--- src/rtl/flood_engine.sv ---
`timescale 1ns/1ps
// flood_engine: Flood-It board engine.
// Keeps a 32x32 flood-flag map beside an external synchronous board RAM.
// A game start absorbs the region around cell (0,0). A colour move repaints
// the flooded region and grows it with raster sweeps until one full sweep
// adds no new cell.
module flood_engine (
    input  logic       MASTER_CLOCK,
    input  logic       RESET_N,
    input  logic       BEGIN_GAME,
    output logic       STARTED_GAME,
    input  logic       COLOR_SEL_SIG,
    input  logic [2:0] COLOR_SELECTED,
    output logic       CURRENTLY_CHANGING_COLOR,
    input  logic [4:0] SIZE,
    input  logic [3:0] COLOR_NUM,
    output logic [9:0] MEM_ADDR,
    input  logic [2:0] MEM_RD_DATA,
    output logic       MEM_WE,
    output logic [2:0] MEM_WR_DATA,
    output logic [9:0] FLOOD_COUNT,
    output logic       GAME_WON
);

    localparam logic [2:0] ST_IDLE       = 3'd0;
    localparam logic [2:0] ST_START      = 3'd1;
    localparam logic [2:0] ST_SWEEP_ADDR = 3'd2;
    localparam logic [2:0] ST_SWEEP_EVAL = 3'd3;
    localparam logic [2:0] ST_SWEEP_END  = 3'd4;
    localparam logic [2:0] ST_DONE       = 3'd5;
    localparam logic [2:0] ST_ACK_WAIT   = 3'd6;

    logic [2:0]  state;
    logic [4:0]  size_q;          // board edge latched at game start
    logic [3:0]  color_num_q;     // colour count latched at game start
    logic [2:0]  target_color;    // colour C being flooded
    logic [2:0]  flood_color;     // colour of the flooded region
    logic [4:0]  row;
    logic [4:0]  col;
    logic        sweep_changed;   // a cell was absorbed in this sweep
    logic        start_mode;      // current sweeps belong to a game start
    logic        start_phase;     // 0: (0,0) address out, 1: its data back
    logic [31:0] flags [32];      // flags[row][col]

    logic [4:0]  last_idx;
    logic [4:0]  row_up, row_dn, col_lf, col_rt;
    logic        flag_here;
    logic        any_nbr;
    logic        absorb;
    logic        null_move;
    logic [9:0]  size_sq;

    // Cell address, neighbour lookup and per-cell sweep decisions.
    always_comb begin
        // NOTE: every always_comb output gets a default first so no path can infer a latch.
        last_idx  = size_q - 5'd1;
        row_up    = row - 5'd1;
        row_dn    = row + 5'd1;
        col_lf    = col - 5'd1;
        col_rt    = col + 5'd1;
        flag_here = flags[row][col];
        any_nbr   = 1'b0;
        if (row != 5'd0 && flags[row_up][col])   any_nbr = 1'b1;
        if (row != last_idx && flags[row_dn][col]) any_nbr = 1'b1;
        if (col != 5'd0 && flags[row][col_lf])   any_nbr = 1'b1;
        if (col != last_idx && flags[row][col_rt]) any_nbr = 1'b1;

        absorb = (state == ST_SWEEP_EVAL) && !flag_here &&
                 (MEM_RD_DATA == target_color) && any_nbr;

        MEM_ADDR    = {row, col};
        MEM_WE      = (state == ST_SWEEP_EVAL) && flag_here &&
                      (MEM_RD_DATA != target_color);
        MEM_WR_DATA = MEM_WE ? target_color : 3'd0;

        null_move = (COLOR_SELECTED == flood_color) ||
                    ({1'b0, COLOR_SELECTED} >= color_num_q) ||
                    GAME_WON;
        size_sq   = {5'd0, size_q} * {5'd0, size_q};
    end

    // Flood-flag map: cleared at game start, grown one cell at a time by sweeps.
    always_ff @(posedge MASTER_CLOCK or negedge RESET_N) begin
        // NOTE: the flag array is reset because a reset must leave no cell flooded.
        if (!RESET_N) begin
            for (int r = 0; r < 32; r++) flags[r] <= '0;
        end else if (state == ST_IDLE && BEGIN_GAME) begin
            for (int r = 0; r < 32; r++) flags[r] <= '0;
            flags[0][0] <= 1'b1;
        end else if (absorb) begin
            flags[row][col] <= 1'b1;
        end
    end

    // Control FSM: start handshake, move handshake and the sweep loop.
    always_ff @(posedge MASTER_CLOCK or negedge RESET_N) begin
        // NOTE: sequential state uses non-blocking assignments only.
        if (!RESET_N) begin
            state                    <= ST_IDLE;
            STARTED_GAME             <= 1'b0;
            CURRENTLY_CHANGING_COLOR <= 1'b0;
            FLOOD_COUNT              <= 10'd0;
            GAME_WON                 <= 1'b0;
            size_q                   <= 5'd0;
            color_num_q              <= 4'd0;
            target_color             <= 3'd0;
            flood_color              <= 3'd0;
            row                      <= 5'd0;
            col                      <= 5'd0;
            sweep_changed            <= 1'b0;
            start_mode               <= 1'b0;
            start_phase              <= 1'b0;
        end else begin
            case (state)
                ST_IDLE: begin
                    if (BEGIN_GAME) begin
                        // Start has priority over a simultaneous move request.
                        size_q      <= SIZE;
                        color_num_q <= COLOR_NUM;
                        FLOOD_COUNT <= 10'd1;
                        GAME_WON    <= 1'b0;
                        row         <= 5'd0;
                        col         <= 5'd0;
                        start_mode  <= 1'b1;
                        start_phase <= 1'b0;
                        state       <= ST_START;
                    end else if (COLOR_SEL_SIG) begin
                        CURRENTLY_CHANGING_COLOR <= 1'b1;
                        target_color  <= COLOR_SELECTED;
                        start_mode    <= 1'b0;
                        row           <= 5'd0;
                        col           <= 5'd0;
                        sweep_changed <= 1'b0;
                        state         <= null_move ? ST_ACK_WAIT : ST_SWEEP_ADDR;
                    end
                end

                ST_START: begin
                    if (STARTED_GAME) begin
                        // Hold the acknowledge until the requester lets go.
                        if (!BEGIN_GAME) begin
                            STARTED_GAME <= 1'b0;
                            state        <= ST_IDLE;
                        end
                    end else if (!start_phase) begin
                        // (0,0) is on MEM_ADDR; its colour arrives next cycle.
                        start_phase <= 1'b1;
                    end else begin
                        target_color  <= MEM_RD_DATA;
                        sweep_changed <= 1'b0;
                        state         <= ST_SWEEP_ADDR;
                    end
                end

                ST_SWEEP_ADDR: begin
                    state <= ST_SWEEP_EVAL;
                end

                ST_SWEEP_EVAL: begin
                    if (absorb) begin
                        FLOOD_COUNT   <= FLOOD_COUNT + 10'd1;
                        sweep_changed <= 1'b1;
                    end
                    if (col == last_idx) begin
                        col <= 5'd0;
                        if (row == last_idx) begin
                            row   <= 5'd0;
                            state <= ST_SWEEP_END;
                        end else begin
                            row   <= row + 5'd1;
                            state <= ST_SWEEP_ADDR;
                        end
                    end else begin
                        col   <= col + 5'd1;
                        state <= ST_SWEEP_ADDR;
                    end
                end

                ST_SWEEP_END: begin
                    // Another pass is needed while cells keep being absorbed.
                    if (sweep_changed) begin
                        sweep_changed <= 1'b0;
                        state         <= ST_SWEEP_ADDR;
                    end else begin
                        state <= ST_DONE;
                    end
                end

                ST_DONE: begin
                    flood_color <= target_color;
                    GAME_WON    <= (FLOOD_COUNT == size_sq);
                    if (start_mode) begin
                        STARTED_GAME <= 1'b1;
                        state        <= ST_START;
                    end else begin
                        state <= ST_ACK_WAIT;
                    end
                end

                ST_ACK_WAIT: begin
                    if (!COLOR_SEL_SIG) begin
                        CURRENTLY_CHANGING_COLOR <= 1'b0;
                        state                    <= ST_IDLE;
                    end
                end

                default: state <= ST_IDLE;
            endcase
        end
    end

endmodule

--- config.mk ---
export PLATFORM = sky130hd
export DESIGN_NAME = flood_engine
export DESIGN_NICKNAME = d
export VERILOG_FILES = /design/src/rtl/flood_engine.sv
export SDC_FILE = /design/constraint.sdc
export NUM_CORES = 2
export LEC_CHECK = 0
export ABC_AREA = 1
export BUFFER_PORTS_ARGS = -buffer_cell sky130_fd_sc_hd__buf_2
export CAP_MARGIN = 20
export CORE_ASPECT_RATIO = 1.2
export CORE_MARGIN = 1.5
export CORE_UTILIZATION = 25
export CTS_BUF_LIST = sky130_fd_sc_hd__clkbuf_16
export DETAILED_ROUTE_END_ITERATION = 6
export PLACE_DENSITY_LB_ADDON = 0.05
export SLEW_MARGIN = 10
export SYNTH_ARGS = -nofsm -noshare
export SYNTH_HDL_FRONTEND = slang
export SYNTH_SLANG_ARGS = --single-unit
--- constraint.sdc ---
create_clock -name MASTER_CLOCK -period 3.9 [get_ports MASTER_CLOCK]
set_input_delay 0.78 -clock MASTER_CLOCK [delete_from_list [all_inputs] [get_ports MASTER_CLOCK]]
set_output_delay 0.78 -clock MASTER_CLOCK [all_outputs]
set_load 0.01 [all_outputs]
# Yosys cells after proc, flatten, opt, wreduce, memory -nomap -nowiden
# Index checks and enable logic that the tools add are counted.
# word_totals
in_bits	19
ff_bits	1068
word_cells	206
output_inout_bits	27
# op_classes
n_mux	76
eq_ne	26
order_cmp	9
add_sub_neg	6
reduce_logical	38
bitwise_logic	4
multipliers	1
# op_table
operator	n
2-to-1 mux 1024 bit	2
bitwise OR 1024 bit	1
binary-select mux 32 bit (select 5 bit)	3
2-to-1 mux 32 bit	7
demux 32 bit (select 5 bit)	1
2-to-1 mux 3 bit	16
binary-select mux 1 bit (select 5 bit)	5
2-to-1 mux 5 bit	5
2-to-1 mux 1 bit	24
case mux 3 bit (7 select lines)	1
2-to-1 mux 10 bit	2
case mux 10 bit (2 select lines)	1
case mux 5 bit (2 select lines)	2
>= comparator 6 bit, second input constant	3
< comparator 5 x 6 -> 1 bit, second input constant	3
inverter 5 -> 6 bit	3
!= test 2 bit, second input constant	8
subtractor 5 x 1 -> 5 bit, second input constant	3
nonzero test 2 bit	7
logical AND 1 bit	12
adder 10 x 1 -> 10 bit, second input constant	1
adder 5 x 1 -> 5 bit, second input constant	2
== test 10 bit	1
== test 5 bit	2
26 further kinds	45

# Depth between registers and ports, before layout
# depth
word_depth	15
mapped_depth	30
depth_no_buf	22

# Least setup slack after synthesis
# Ideal clock, no wire load.
# synth_path
kind	register to register
start	register row[0]
end	register flags[776] (netlist name)
synth_period_minus_slack_ns	3.884
setup_time_ns	0.133
n_path_buf	9
slack_ns	0.016
stages_incl_launch_ff	30
arrival_ns	3.752
t_required_ns	3.767
path_cell_list	dfrtp_1 inv_2 buf_2 buf_2 buf_1 ha_1 buf_2 inv_2 buf_2 clkbuf_1 nand3_1 nand3_1 nand3_1 nand3_1 nand2_1 nand2_1 nand2_1 inv_1 nand2_1 nand2_1 nand2_1 nor2_1 nand2_1 nand2_1 nand2_1 o21bai_2 buf_6 buf_6 buf_2 o22ai_1
# synth_between
elab_chain_len	14
word_cells_on_any_way	47
classes_between	add/sub (2); order compare (2); eq/ne (1); mux (27); bitwise (4); reduce/logical (11)
# synth_rtl
element	line_no	text
start: declaration	38	logic [4:0] row;
start signal: assignment	170	row <= row + 5'd1;
subtractor 5 x 1 -> 5 bit	57	row_up = row - 5'd1;
inverter 5 -> 6 bit (implied by the code)	63	if (row != 5'd0 && flags[row_up][col]) any_nbr = 1'b1;
binary-select mux 32 bit (select 5 bit)	63	
2-to-1 mux 32 bit (implied by the code) (2 in series)	63	
binary-select mux 1 bit (select 5 bit)	63	
2-to-1 mux 1 bit (implied by the code)	63	
logical AND 1 bit	63	
2-to-1 mux 1 bit	63	
2-to-1 mux 1 bit	64	if (row != last_idx && flags[row_dn][col]) any_nbr = 1'b1;
2-to-1 mux 1 bit	65	if (col != 5'd0 && flags[row][col_lf]) any_nbr = 1'b1;
2-to-1 mux 1 bit	66	if (col != last_idx && flags[row][col_rt]) any_nbr = 1'b1;
logical AND 1 bit	69	(MEM_RD_DATA == target_color) && any_nbr;
nonzero test 2 bit (no source line)	-	
end: declaration	43	logic [31:0] flags [32];
# Parallel ways exist; a longest one is shown, timed or not. The select of a mux whose other input is x is not followed.
# A chain may end at the register's enable or synchronous reset.

# Worst setup path after layout
# layout_path
start	register row[0]
end	output port MEM_WR_DATA[1]
# layout_between
elab_chain_len	9
# layout_rtl
element	line_no	text
inverter 5 -> 6 bit (implied by the code)	61	flag_here = flags[row][col];
binary-select mux 32 bit (select 5 bit)	61	
2-to-1 mux 32 bit (implied by the code) (2 in series)	61	
binary-select mux 1 bit (select 5 bit)	61	
2-to-1 mux 1 bit (implied by the code)	61	
logical AND 1 bit (2 in series)	72	MEM_WE = (state == ST_SWEEP_EVAL) && flag_here &&
2-to-1 mux 3 bit	74	MEM_WR_DATA = MEM_WE ? target_color : 3'd0;
end: declaration	20	output logic [2:0] MEM_WR_DATA,
# Every way passes these cells. The select of a mux whose other input is x is not followed.

==> out/results.ini <==
[outcome]
run_status=complete, but fails checks
failed_checks=setup timing

[power_and_ir_drop]
power_leakage_nw=39.3
power_density_nw_per_um2=579
power.ir.vdd_worst_mv=0.487
report.power.total_mw=52.2

[floorplanning]
fp.coreArea_sq_um=284000
design.portCount=46
num_rows=214
design.die.area_sq_um=289000
initial_utilization=0.252
fp.dieH_microns=589
floorplan.die.width_microns=491

[global_route]
grtUsageTotal=0.285
grt_start_max_net_pins=111
grt_antenna_before_repair=31
grt_pass1_wl_mm=599
grt_overflow_total=0
grt_pass1_vias=77700

[cts]
numClockSinks=1068
clock_insertion_delay_worst_skew_ps=870
numCtsBuffers=153
buffer_cell_driving_the_clock_tree_root=sky130_fd_sc_hd__clkbuf_16
cts.reportedPaths.clkPinSlew_ps=60
cts.path.max_buffers=4
cts_tree=yes
htree_levels=4

[synthesis]
count_of_state_elements_after_synthesis=1068
ys_seq_area_frac=0.374
yosys_warnings=0
ys_types=47
synthesis.instances=10900
mappedNetlistArea_sq_um=71500
postSynthAreaPerCell_sq_um=6.54
syn_nets=11000

[sta]
tightest_slew_ps=1120
relSlewSlack=0.254
report.final.slew_viol_count=0
totalNegativeSetupSlack_ps=-418100
report.final.setup_viol=1039
rsz_0062_raised_after_global_routing=yes
finClkSkew_ps=73.3
setup_ws_ps=-909
minimum_period_implied_by_the_final_worst_setup_slack_ps=4810
timing.final.crit_share=1.23
report.final.hold_viol_count=0
timing.fmax_ghz=0.208

[layout]
finish.net_count=11200
layout-drive-gt1-share=0.129
syn_to_final_growth_pct=26.1

[place]
place.detailed.hpwl_mm=266
buffer_ports.inserted=45
gp_congestion=0.878

[critical_path]
required_ps=3120
critPathMaxFanout=13
endpoint_class_of_the_critical_path=output pin
crit_start=row[0]$_DFFE_PN0P_
worst_path_largest_cell_delay_ps=500
critical_path.cell_chain=buf_12, buf_8, buf_4, buf_4, o21ai_0, o21ai_0, nand2_1, nand2_1, nor2_1, buf_4, nand3_1, nand3_1, a31oi_1, nor2_2, nand3_4, buf_8, nand3_4, nor2_2, buf_2
worst-endpoint-arrival_ps=4030
critPathMostFrequentCell=sky130_fd_sc_hd__buf_4
regToRegStartpoint=row[0]$_DFFE_PN0P_
worstSetupStartpointType=flip-flop
worst_path_max_delay_cell=sky130_fd_sc_hd__dfrtp_4
type_of_the_setup_path_with_the_least_slack=flip-flop to output pin

[drt]
wirelength_mm=427
dr.pass1.iters=6
detail_route.wl_per_cell_microns=28.3
remaining_drc_errors=0
detail_route.iter0.violations=7863
post_drt_via_cell_ratio=5.31
final_antenna_net_count=0
num_vias=80100

[flow_run]
max_cap_violation_count=0

[hold_path]
hp-class=input pin to flip-flop
holdCritStartpoint=SIZE[2]

==> placed cells by master (no fill, tap or decap), drive strengths merged, types with 5 or more instances in the layout <==
cell / count
nand3: 2093
dfrtp: 1068
xnor2: 15
diode: 5
nor2: 218
nor3: 16
clkinv: 64
nand2: 4053
buf: 1033
nand4: 7
ha: 28
bufinv: 11
inv: 893
bufbuf: 15
o211ai: 284
a21oi: 68
xor2: 21
o22ai: 743
clkbuf: 176
o21ai: 457
==> path summary, 6_finish.rpt <==
kind | to | slack, ps | cells after the start
worst max register to register | flags[532]$_DFFE_PN0P_ | -520 | 25
worst min register to register | flood_color[2]$_DFFE_PN0P_ | 510 | 2
worst max-delay path | MEM_WR_DATA[1] | -910 | 19
worst min-delay path | size_q[2]$_DFFE_PN0P_ | 130 | 3
max in group asynchronous | flags[211]$_DFFE_PN0P_ | 2170 | 3
min in group asynchronous | flags[759]$_DFFE_PN0P_ | 500 | 2
==> sequential cells by signal, indices dropped and copies added, names as in the netlist, 4 cells and up <==
signal / cells
color_num_q: 4
row: 5
FLOOD_COUNT: 10
size_q: 5
col: 5
flags: 1024
==> cells by family after synthesis <==
kind of cell             after synthesis  synth area share
AND/OR/NAND/NOR                     6393             0.373
buffers and inverters               1830             0.109
AO/OA/AOI/OAI                       1576             0.134
flip-flops                          1068             0.374
XOR/XNOR                              36           0.00472
adder cells (fa/ha/maj)               30           0.00546
==> area by class of cell <==
class                      count  area [sq um]
timing repair buffer        1068         12800
antenna                        5          12.5
sequential                  1068         26700
inverter                     860          3280
clock buffer                 157          3930
fill                       31000        194000
multi-input combinational   8035         37900
clock inverter               110           749
tap                         3780          4730
==> layer usage <==
metal | up-vias | GRT usage | wire (microns)
li1 | 36700 | - | -
met1 | 40000 | 0.388 | 189000
met2 | 2912 | 0.466 | 198000
met3 | 568 | 0.0317 | 24700
met4 | 4 | 0.0979 | 15500
met5 | - | 0 | 28
==> stage by stage <==
stage	hold WS (ps)	instance area [sq um]	setup slack [ps]	cells	utilization
2_1_floorplan	446	71500	15.9	10900	-
6_report	127	90200	-909	15100	0.318
5_1_grt	128	90200	-1030	15100	0.318
3_5_place_dp	496	83000	-844	14700	0.292
4_1_cts	84.6	89300	-912	15000	0.315
3_3_place_gp	483	83000	-925	14700	0.292
==> timing repair <==
item	CTS	global route
endpoints found under the setup margin	1039	1040
pin swaps	12	31
hold buffers	1	0
resized for setup	155	107
hold endpoints to repair	10	0
cloned	16	19
setup buffers	37	11
==> Yosys cell counts (all sizes together) <==
master / number / area (sq um)
ha: 28 / 350
xnor2: 15 / 139
buf: 441 / 2560
fa: 2 / 40.0
a221oi: 1 / 8.76
o31ai: 3 / 22.5
o221ai: 1 / 8.76
nor2: 218 / 818
xor2: 21 / 199
o2111a: 1 / 11.3
o211a: 1 / 10.0
and2: 2 / 12.5
o21ai: 457 / 2290
dfrtp: 1068 / 26700
a21boi: 1 / 7.51
clkinv: 5 / 18.8
or2: 4 / 25.0
o21bai: 3 / 26.3
clkbuf: 529 / 1990
nor3: 16 / 100
o21a: 1 / 7.51
o211ai: 284 / 2130
nand2: 4053 / 15200
nand3: 2093 / 10500
inv: 855 / 3210
a21oi: 68 / 340
a31o: 1 / 8.76
a21o: 1 / 7.51
o41ai: 1 / 8.76
a211oi: 1 / 7.51
a31oi: 4 / 25.0
o22ai: 743 / 4650
a2111oi: 1 / 8.76
nand4: 7 / 43.8
o2111ai: 3 / 26.3
==> worst max-delay path: cells and delay by family (launching register included) <==
kind	cells	cell delay, ps
buffers and inverters	7	1180
and+or+nand+nor	9	910
AOI/OAI and AO/OA	3	510
DFF	1	500
==> power by group <==
part / switching, mW / leakage, nW / internal, mW / total [mW]
Combinational: 17.5 / 21.9 / 9.35 / 26.9
Clock: 5.97 / 2.44 / 7.96 / 13.9
Sequential: 0.145 / 14.9 / 11.3 / 11.4
Total: 23.6 / 39.3 / 28.6 / 52.2
Power figures use the tool's default switching activity.
